**config.mk**
```make
export PLATFORM = sky130hd
export DESIGN_NAME = vga_timing_gen
export DESIGN_NICKNAME = d
export VERILOG_FILES = /design/src/rtl/vga_pkg.sv /design/src/rtl/vga_axis_counter.sv /design/src/rtl/vga_timing_gen.sv
export SDC_FILE = /design/constraint.sdc
export NUM_CORES = 1
export LEC_CHECK = 0
export CORE_MARGIN = 8
export CORE_UTILIZATION = 30
export CTS_BUF_LIST = sky130_fd_sc_hd__clkbuf_4
export DETAILED_ROUTE_END_ITERATION = 8
export PLACE_DENSITY_LB_ADDON = 0.08
export SLEW_MARGIN = 20
export SYNTH_ARGS = -nofsm -noshare
export SYNTH_HDL_FRONTEND = slang
export SYNTH_SLANG_ARGS = --single-unit
```
**constraint.sdc**
```tcl
create_clock -name vga_clk -period 2.1 [get_ports vga_clk]
set_input_delay 0.21 -clock vga_clk [delete_from_list [all_inputs] [get_ports vga_clk]]
set_output_delay 0.21 -clock vga_clk [all_outputs]
set_load 0.05 [all_outputs]
```
**src/rtl/vga_pkg.sv**
```systemverilog
// Shared VGA raster types and default 640x480@60 timing, also used by the image/sprite renderers.
package vga_pkg;

    typedef logic [9:0] coord_t;

    typedef enum logic [1:0] {ACT, FP, SY, BP} sync_state_t;

    localparam int H_ACTIVE_DEF = 640;
    localparam int H_FRONT_DEF  = 16;
    localparam int H_SYNC_DEF   = 96;
    localparam int H_BACK_DEF   = 48;
    localparam int V_ACTIVE_DEF = 480;
    localparam int V_FRONT_DEF  = 10;
    localparam int V_SYNC_DEF   = 2;
    localparam int V_BACK_DEF   = 33;
    localparam int COORD_RANGE  = 1024;

    function automatic sync_state_t axis_state(coord_t pos, coord_t fp_start,
                                               coord_t sy_start, coord_t bp_start);
        if (pos < fp_start)
            return ACT;
        else if (pos < sy_start)
            return FP;
        else if (pos < bp_start)
            return SY;
        return BP;
    endfunction

endpackage

```
**src/rtl/vga_axis_counter.sv**
```systemverilog
// One raster axis: position counter with a registered porch/sync phase.
// state | meaning
// ACT   | visible region
// FP    | front porch
// SY    | sync pulse
// BP    | back porch
module vga_axis_counter
    import vga_pkg::*;
#(
    parameter int ACTIVE = H_ACTIVE_DEF,
    parameter int FRONT  = H_FRONT_DEF,
    parameter int SYNC   = H_SYNC_DEF,
    parameter int BACK   = H_BACK_DEF
) (
    input  logic       i_clk,
    input  logic       i_rst,
    input  logic       i_step,
    output logic [9:0] o_pos,
    output logic [1:0] o_state_nxt,
    output logic       o_wrap
);

    localparam int     TOTAL    = ACTIVE + FRONT + SYNC + BACK;
    localparam coord_t LAST     = coord_t'(TOTAL - 1);
    localparam coord_t FP_START = coord_t'(ACTIVE);
    localparam coord_t SY_START = coord_t'(ACTIVE + FRONT);
    localparam coord_t BP_START = coord_t'(ACTIVE + FRONT + SYNC);

    generate
        if (TOTAL > COORD_RANGE) begin : g_total_chk
            $error("vga_axis_counter: axis total %0d does not fit 10 bits", TOTAL);
        end
    endgenerate

    coord_t      r_pos;
    coord_t      w_pos_nxt;
    sync_state_t r_state;
    sync_state_t w_state_nxt;
    logic        w_wrap;

    assign w_wrap      = (r_pos == LAST);
    assign o_pos       = r_pos;
    assign o_wrap      = w_wrap;
    assign o_state_nxt = w_state_nxt;

    always_ff @(posedge i_clk or posedge i_rst) begin
        if (i_rst) begin
            r_pos   <= '0;
            r_state <= ACT;
        end else begin
            r_pos   <= w_pos_nxt;
            r_state <= w_state_nxt;
        end
    end

    // Phase is decoded from the position being loaded so it lands with that position.
    always_comb begin
        w_pos_nxt   = r_pos;
        w_state_nxt = r_state;
        if (i_step) begin
            w_pos_nxt   = w_wrap ? '0 : r_pos + coord_t'(1);
            w_state_nxt = axis_state(w_pos_nxt, FP_START, SY_START, BP_START);
        end
    end

endmodule

```
**src/rtl/vga_timing_gen.sv**
```systemverilog
// VGA raster timing: H/V axis counters, registered sync/blank aligned to DrawX/DrawY,
// line/frame strobes and a completed-frame counter.
module vga_timing_gen
    import vga_pkg::*;
#(
    parameter int   H_ACTIVE = H_ACTIVE_DEF,
    parameter int   H_FRONT  = H_FRONT_DEF,
    parameter int   H_SYNC   = H_SYNC_DEF,
    parameter int   H_BACK   = H_BACK_DEF,
    parameter int   V_ACTIVE = V_ACTIVE_DEF,
    parameter int   V_FRONT  = V_FRONT_DEF,
    parameter int   V_SYNC   = V_SYNC_DEF,
    parameter int   V_BACK   = V_BACK_DEF,
    parameter logic SYNC_POL = 1'b0,
    parameter int   FCNT_W   = 8
) (
    input  logic              vga_clk,
    input  logic              reset,
    input  logic              pix_en,
    output logic              hs,
    output logic              vs,
    output logic              blank,
    output logic [9:0]        DrawX,
    output logic [9:0]        DrawY,
    output logic              line_start,
    output logic              frame_start,
    output logic [FCNT_W-1:0] frame_count
);

    localparam logic [FCNT_W-1:0] FCNT_ONE = {{(FCNT_W-1){1'b0}}, 1'b1};

    logic              r_run;
    logic              r_hs;
    logic              r_vs;
    logic              r_blank;
    logic              r_line_start;
    logic              r_frame_start;
    logic [FCNT_W-1:0] r_frame_count;

    logic       w_h_step;
    logic       w_v_step;
    logic       w_h_wrap;
    logic       w_v_wrap;
    logic [1:0] w_h_state_nxt;
    logic [1:0] w_v_state_nxt;
    logic [9:0] w_h_pos;
    logic [9:0] w_v_pos;

    // The first enabled edge after reset presents (0,0) itself; stepping starts after that.
    assign w_h_step = pix_en & r_run;
    assign w_v_step = w_h_step & w_h_wrap;

    vga_axis_counter #(
        .ACTIVE (H_ACTIVE),
        .FRONT  (H_FRONT),
        .SYNC   (H_SYNC),
        .BACK   (H_BACK)
    ) u_h_axis (
        .i_clk       (vga_clk),
        .i_rst       (reset),
        .i_step      (w_h_step),
        .o_pos       (w_h_pos),
        .o_state_nxt (w_h_state_nxt),
        .o_wrap      (w_h_wrap)
    );

    vga_axis_counter #(
        .ACTIVE (V_ACTIVE),
        .FRONT  (V_FRONT),
        .SYNC   (V_SYNC),
        .BACK   (V_BACK)
    ) u_v_axis (
        .i_clk       (vga_clk),
        .i_rst       (reset),
        .i_step      (w_v_step),
        .o_pos       (w_v_pos),
        .o_state_nxt (w_v_state_nxt),
        .o_wrap      (w_v_wrap)
    );

    always_ff @(posedge vga_clk or posedge reset) begin
        if (reset) begin
            r_run         <= 1'b0;
            r_hs          <= ~SYNC_POL;
            r_vs          <= ~SYNC_POL;
            r_blank       <= 1'b1;
            r_line_start  <= 1'b0;
            r_frame_start <= 1'b0;
            r_frame_count <= '0;
        end else begin
            r_hs          <= (sync_state_t'(w_h_state_nxt) == SY) ? SYNC_POL : ~SYNC_POL;
            r_vs          <= (sync_state_t'(w_v_state_nxt) == SY) ? SYNC_POL : ~SYNC_POL;
            r_blank       <= (sync_state_t'(w_h_state_nxt) == ACT) &&
                             (sync_state_t'(w_v_state_nxt) == ACT);
            r_line_start  <= pix_en & (~r_run | w_h_wrap);
            r_frame_start <= pix_en & (~r_run | (w_h_wrap & w_v_wrap));
            if (pix_en)
                r_run <= 1'b1;
            if (w_v_step & w_v_wrap)
                r_frame_count <= r_frame_count + FCNT_ONE;
        end
    end

    assign hs          = r_hs;
    assign vs          = r_vs;
    assign blank       = r_blank;
    assign DrawX       = w_h_pos;
    assign DrawY       = w_v_pos;
    assign line_start  = r_line_start;
    assign frame_start = r_frame_start;
    assign frame_count = r_frame_count;

endmodule

```
== Word level (Yosys, flattened, before mapping) ==
Index checks and enable logic that the tools add are counted.
Cells by class
  add/subtract/negate cells: 3
  order comparisons: 6
  equal/unequal tests: 4
  mux-type cells: 22
  bitwise logic cells: 9
  reduce and logical (&&, ||, !) cells: 3
Operators with widths (count)
  $lt 10x10->1 const B: 3
  $lt 10x9->1 const B: 3
  $add 10x1->10 const B: 2
  $eq 10x10->1 const B: 2
  $mux 10: 2
  $mux 2: 10
  $mux 1: 10
  $add 8x1->8 const B: 1
  $and 1x1->1: 6
  $eq 2x2->1 const B: 2
  $logic_not 2->1: 2
  $or 1x1->1: 2
  $logic_and 1x1->1: 1
  $not 1->1: 1
Storage, ports and cells
  bits in registers: 38
  input port bits: 3
  output and inout port bits: 33

== Logic depth before layout (Yosys ltp) ==
  depth after elaboration: 11
  mapped depth: 9
  depth with buffers taken out: 8

== Modules after synthesis ==
From an unflattened synthesis, not the netlist that was laid out.
Second synthesis, totals
  cells, all modules: 222
  area, all modules: 2177.1 µm²
Modules (own cells, without submodules)
  vga_axis_counter at u_h_axis: instances 1, cells each 85, area each 814.5 µm², seq. area each 300.3 µm²
  vga_axis_counter at u_v_axis: instances 1, cells each 89, area each 777.0 µm², seq. area each 300.3 µm²
  vga_timing_gen: instances 1, cells each 48, area each 585.6 µm², seq. area each 354.1 µm²

== Least setup slack after synthesis ==
Ideal clock, no wire load.
  kind: flip-flop to flip-flop
  start: register u_h_axis.r_pos[0], in the netlist u_h_axis.o_pos[0]
  end: register u_h_axis.r_state[0]
  setup time: 0.121 ns
  data arrival time: 2.369 ns
  required time: 1.979 ns
  path slack: -0.390 ns
  stages on the path, launching flop included: 9
  period minus slack after synthesis: 2.490 ns
  path through: dfrtp_1 > ha_1 > and4_1 > buf_6 > a311o_1 > o21ai_2 > o211ai_2 > or3b_1 > a22o_1
On the way
  longest elaborated chain between the ends: 9
  elaborated cells between the ends (all ways): 14
  classes of those cells: add/sub (1); order compare (3); eq/ne (1); mux (9)
Ends and longest elaborated chain
  start: declaration: line vga_axis_counter.sv:35  | coord_t r_pos;
  start signal: assignment: line vga_axis_counter.sv:51  | r_pos <= w_pos_nxt;
  $add 10x1->10 / $eq 10x10->1 (equally long branches): line vga_axis_counter.sv:61, vga_axis_counter.sv:41
  $mux 10 (*): line vga_axis_counter.sv:61  | w_pos_nxt = w_wrap ? '0 : r_pos + coord_t'(1);
  $lt 10x10->1: line vga_pkg.sv:24  | else if (pos < bp_start)
  $mux 1: line vga_pkg.sv:24
  $mux 1: line vga_pkg.sv:22  | else if (pos < sy_start)
  $mux 1: line vga_pkg.sv:20  | if (pos < fp_start)
  $mux 1: line vga_axis_counter.sv:60  | if (i_step) begin
  $mux 2 (*): line vga_pkg.sv:26  | return BP;
  $mux 2 (*): line vga_axis_counter.sv:60
  net u_h_axis.o_state_nxt[0]: line vga_axis_counter.sv:19  | output logic [1:0] o_state_nxt,
  end signal: assignment: line vga_axis_counter.sv:52  | r_state <= w_state_nxt;
  end: declaration: line vga_axis_counter.sv:37  | sync_state_t r_state;
Mark *: on every way through the listed nets, which the timed path passes. The rest lies on a longest branch. The select of a mux whose other input is x is not followed.
A chain may end at the register's enable or synchronous reset.

== Worst setup path in the final report ==
  start: register u_h_axis.r_pos[1], in the netlist u_h_axis.o_pos[1]
  end: register u_h_axis.r_state[0]
The elaborated chain is that of the path after synthesis.

==> metrics.txt <==
# TYPE chip_impl_metric gauge
chip_impl_metric{name="post-route-period-util",unit=""} 0.978
chip_impl_metric{name="core_region_area",unit="mm2"} 0.00710
chip_impl_metric{name="timing.critical_path.required",unit="ns"} 2.34
chip_impl_metric{name="number_of_nets_in_the_synthesized_netlist",unit=""} 226
chip_impl_metric{name="cts-buffers-inserted",unit=""} 5
chip_impl_metric{name="fmaxAchievable",unit="MHz"} 487
chip_impl_metric{name="multiInputGateArea",unit="mm2"} 0.00117
chip_impl_metric{name="max_stage_delay",unit="ns"} 0.46
chip_impl_metric{name="hold_ws",unit="ns"} 0.271
chip_impl_metric{name="clock_network_latency_to_the_later_pin_of_the_worst_skew_pair",unit="ns"} 0.35
chip_impl_metric{name="via_count",unit=""} 1874
chip_impl_metric{name="reg2reg_slack",unit="ns"} 0.05
chip_impl_metric{name="place.detailed.instances",unit=""} 370
chip_impl_metric{name="routed_wire_length_per_instance",unit="um"} 14.3
chip_impl_metric{name="cp.arrival",unit="ns"} 2.30
chip_impl_metric{name="die_y",unit="um"} 101
chip_impl_metric{name="synthCells",unit=""} 219
chip_impl_metric{name="post_detailed_placement_half_perimeter_wirelength",unit="um"} 4010
chip_impl_info{name="setup.worst_path.class",value="register to register"} 1
chip_impl_metric{name="antenna_found_initial",unit=""} 0
chip_impl_metric{name="clk_pin_slew_worst_setup_hold_paths",unit="ns"} 0.12
chip_impl_info{name="yosysMostFrequentCell",value="sky130_fd_sc_hd__dfrtp_1"} 1
chip_impl_metric{name="fill_cells",unit=""} 716
chip_impl_metric{name="grt_remaining_overflow",unit=""} 0
chip_impl_metric{name="initial_utilization",unit=""} 0.303
chip_impl_info{name="cpLargestDelayFamily",value="compound AO/OA/AOI/OAI gates"} 1
chip_impl_metric{name="drc_errors_left",unit=""} 0
chip_impl_metric{name="yosys.area.top_type_share",unit=""} 0.407
chip_impl_metric{name="io_buffers",unit=""} 35
chip_impl_metric{name="ioPinCount",unit=""} 36
chip_impl_metric{name="clock_path_buffers",unit=""} 2
chip_impl_info{name="synth.cells.most_frequent",value="35 x sky130_fd_sc_hd__dfrtp_1, 27 x sky130_fd_sc_hd__nand2_1, 11 x sky130_fd_sc_hd__nor2_1, 11 x sky130_fd_sc_hd__xnor2_1, 10 x sky130_fd_sc_hd__o21ai_1"} 1
chip_impl_metric{name="cap_violations",unit=""} 0
chip_impl_metric{name="synth-edff-count",unit=""} 0
chip_impl_metric{name="yosysWarnings",unit=""} 0
chip_impl_metric{name="timing.critical_path.fanout_max",unit=""} 4
chip_impl_info{name="outcome",value="complete, no violations"} 1
chip_impl_metric{name="asyncSetResetFlopFracSynth",unit=""} 1.00
chip_impl_info{name="synth-main-ff-cell",value="sky130_fd_sc_hd__dfrtp_1"} 1
chip_impl_metric{name="met2_wirelength",unit="um"} 2610
chip_impl_metric{name="report.final.setup_viol",unit=""} 0
chip_impl_metric{name="p_leak",unit="nW"} 1.28
chip_impl_metric{name="max-slew-margin-rel",unit=""} 0.657
chip_impl_metric{name="postPlaceCellArea",unit="mm2"} 0.00281
chip_impl_info{name="clock_tree.root_cell",value="sky130_fd_sc_hd__clkbuf_4"} 1
chip_impl_metric{name="p_sw_frac",unit=""} 0.322
chip_impl_metric{name="fin_area",unit="mm2"} 0.00302
chip_impl_metric{name="detail_route.vias_per_cell",unit=""} 4.88
chip_impl_metric{name="share_seq_of_total_power",unit=""} 0.408
chip_impl_metric{name="power.density",unit="mW/mm2"} 679
chip_impl_metric{name="internal-power",unit="mW"} 1.39
chip_impl_metric{name="routed-wl-met3",unit="um"} 221
chip_impl_info{name="grt_setup_unrepaired",value="yes"} 1
chip_impl_metric{name="postSynthRegisterBits",unit=""} 38
chip_impl_info{name="timing.critical_path.to_type",value="register"} 1
chip_impl_metric{name="die_area",unit="mm2"} 0.0101
chip_impl_metric{name="globalplace.congestion",unit=""} 0.783
chip_impl_metric{name="power.ir.vdd_worst",unit="V"} 0.000468
chip_impl_metric{name="route.final.wire_length",unit="um"} 5490
chip_impl_metric{name="area.sequential",unit="um2"} 973
chip_impl_metric{name="timing.final.max_slew_violations",unit=""} 0
chip_impl_metric{name="area_growth",unit="%"} 40.5
chip_impl_metric{name="syn-mean-instance-area",unit="um2"} 9.82
chip_impl_metric{name="fp.dieW",unit="um"} 101
chip_impl_metric{name="seq_area_frac_synth",unit=""} 0.444
chip_impl_metric{name="power.clock.fraction",unit=""} 0.309
chip_impl_metric{name="drtIter0Drc",unit=""} 64
chip_impl_metric{name="drtAntennaViolNets",unit=""} 0
chip_impl_info{name="cell_breakdown_of_the_critical_path",value="ha_4 > and4_4 > a311o_1 > o21ai_2 > o211ai_2 > or3b_4 > a22o_1"} 1
chip_impl_info{name="synth_top_area_cell",value="sky130_fd_sc_hd__dfrtp_1"} 1
chip_impl_metric{name="final.setup_skew",unit="ns"} 0.0140
chip_impl_info{name="worstHoldPathType",value="primary input to async pin"} 1
chip_impl_info{name="worst_setup_path_start_kind",value="register"} 1
chip_impl_metric{name="floorplan.rows",unit=""} 31
chip_impl_metric{name="finalHoldViolations",unit=""} 0
chip_impl_metric{name="layoutNonFillerInstCount",unit=""} 384
chip_impl_info{name="highest-signal-layer",value="met4"} 1
chip_impl_metric{name="switching_power_total",unit="mW"} 0.661
chip_impl_metric{name="gr_util_all_layers",unit=""} 0.112
chip_impl_metric{name="syn_area",unit="mm2"} 0.00215
chip_impl_metric{name="grt_max_degree",unit=""} 39
chip_impl_metric{name="tightestPinTransition",unit="ns"} 0.514
chip_impl_metric{name="wl_met1",unit="um"} 2610
chip_impl_metric{name="postLayoutCoreUtil",unit=""} 0.425
chip_impl_info{name="timing.critical_path.slowest_stage_cell",value="sky130_fd_sc_hd__dfrtp_2"} 1
chip_impl_metric{name="netlist-cell-type-count",unit=""} 56
chip_impl_metric{name="grt_first_pass_wirelength",unit="um"} 9150
chip_impl_metric{name="final.min_clock_period",unit="ns"} 2.05
chip_impl_metric{name="nets",unit=""} 291
chip_impl_metric{name="htree_levels",unit=""} 2
chip_impl_metric{name="drt_pre_antenna_iters",unit=""} 5
chip_impl_metric{name="fraction_of_layout_instances_using_a_drive_strength_above_1",unit=""} 0.288
chip_impl_info{name="tritoncts_clock_tree",value="yes"} 1
chip_impl_metric{name="critical_path.n_buffers_inverters",unit=""} 0
chip_impl_metric{name="grt_pass1_vias",unit=""} 1830
chip_impl_metric{name="ant_diodes",unit=""} 0
chip_impl_info{name="post_synth_main_area_contributors",value="sky130_fd_sc_hd__dfrtp_1 41%, sky130_fd_sc_hd__nand2_1 4.7%, sky130_fd_sc_hd__xnor2_1 4.5%, sky130_fd_sc_hd__dfstp_2 3.7%, sky130_fd_sc_hd__xor2_1 2.4%"} 1
chip_impl_metric{name="combinationalPowerShare",unit=""} 0.283
chip_impl_metric{name="cts.sink_count",unit=""} 38
-- flip-flops by register name, indices dropped and copies added (netlist names) --
name and count:
u_v_axis.r_state 2, r_run 1, line_start 1, blank 1
hs 1, vs 1, u_h_axis.r_state 2, u_v_axis.o_pos 10
frame_count 8, frame_start 1, u_h_axis.o_pos 10
-- final timing paths --
path	to	start	cells after the start
hold reg to reg	frame_count[7]	frame_count[7]	1
hold / removal	u_h_axis.o_pos[2]	reset	3
max in group asynchronous	u_v_axis.o_pos[0]	reset	3
min in group vga_clk	frame_count[7]	frame_count[7]	1
setup reg to reg	u_h_axis.r_state[0]	u_h_axis.o_pos[1]	7
setup / recovery	u_h_axis.r_state[0]	u_h_axis.o_pos[1]	7
-- metal layers --
| layer | vias to the layer above | global-route usage |
|---|---|---|
| met5 | - | 0 |
| met4 | 0 | 0.0349 |
| met3 | 4 | 0.0242 |
| met2 | 29 | 0.185 |
| met1 | 918 | 0.143 |
| li1 | 923 | - |
-- worst reg2reg max path: stages, from the launching register on --
cell and delay (ns):
sky130_fd_sc_hd__dfrtp_2 0.46, sky130_fd_sc_hd__ha_4 0.17, sky130_fd_sc_hd__and4_4 0.16, sky130_fd_sc_hd__a311o_1 0.32, sky130_fd_sc_hd__o21ai_2 0.15, sky130_fd_sc_hd__o211ai_2 0.10
sky130_fd_sc_hd__or3b_4 0.39, sky130_fd_sc_hd__a22o_1 0.21
-- kinds of logic after synthesis --
| logic type | Yosys count | synth area share |
|---|---|---|
| flip-flops | 38 | 0.444 |
| multiplexers | 3 | 0.0157 |
| AND/OR/NAND/NOR | 86 | 0.219 |
| AO/OA/AOI/OAI | 50 | 0.169 |
| adder cells (fa/ha/maj) | 4 | 0.0233 |
| XOR/XNOR | 18 | 0.0821 |
| buffers and inverters | 20 | 0.0466 |
-- cells in the final DEF, fill, tap and decap left out, drive strengths merged, types with 2 or more instances in the layout --
cell type and n:
a211oi 4, a21boi 2, a21o 3, a21oi 4, a22o 3, and2 4
and3 7, and4 2, buf 37, bufinv 2, clkbuf 5, clkdlybuf4s50 35
dfrtp 35, dfstp 3, ha 4, inv 6, mux2 3, nand2 27
nand3 9, nand4 6, nand4b 2, nor2 11, nor2b 3, nor3 2
nor4 2, nor4b 2, o21a 2, o21ai 14, o22ai 3, o2bb2ai 2
o31ai 3, or3 2, xnor2 12, xor2 6
-- per-stage QoR --
step | power [mW] | setup WS (ns) | setup TNS, ns
global route | 2.15 | -0.0344 | -0.0344
floorplan | 1.19 | -0.209 | -0.407
detailed placement | 1.41 | -0.0570 | -0.0893
global placement | 1.41 | -0.0142 | -0.0142
CTS | 2.07 | 0.0132 | 0
finish | 2.05 | 0.0457 | 0
-- power groups by stage --
stage / combinational (mW) / clock [mW] / sequential, mW
2_1_floorplan: 0.169 / 0 / 1.02
3_3_place_gp: 0.566 / 0 / 0.847
3_5_place_dp: 0.564 / 0 / 0.848
4_1_cts: 0.577 / 0.660 / 0.838
5_1_grt: 0.620 / 0.681 / 0.845
6_report: 0.580 / 0.633 / 0.838
-- repair_timing --
item | CTS | global route
setup endpoints to repair | 4 | 8
hold buffers | 0 | 0
pin swaps | 3 | 7
gates resized for setup | 2 | 13
buffers inserted | 3 | 3
endpoints found under the hold margin | 0 | 0
-- layout make-up --
class / count / area share
multi-input combinational: 161 / 0.386
sequential: 38 / 0.322
timing repair buffer: 72 / 0.209
tap: 99 / 0.0410
clock inverter: 3 / 0.0211
clock buffer: 5 / 0.0124
inverter: 6 / 0.00746
Note: power is estimated with default switching activity, not from simulation.
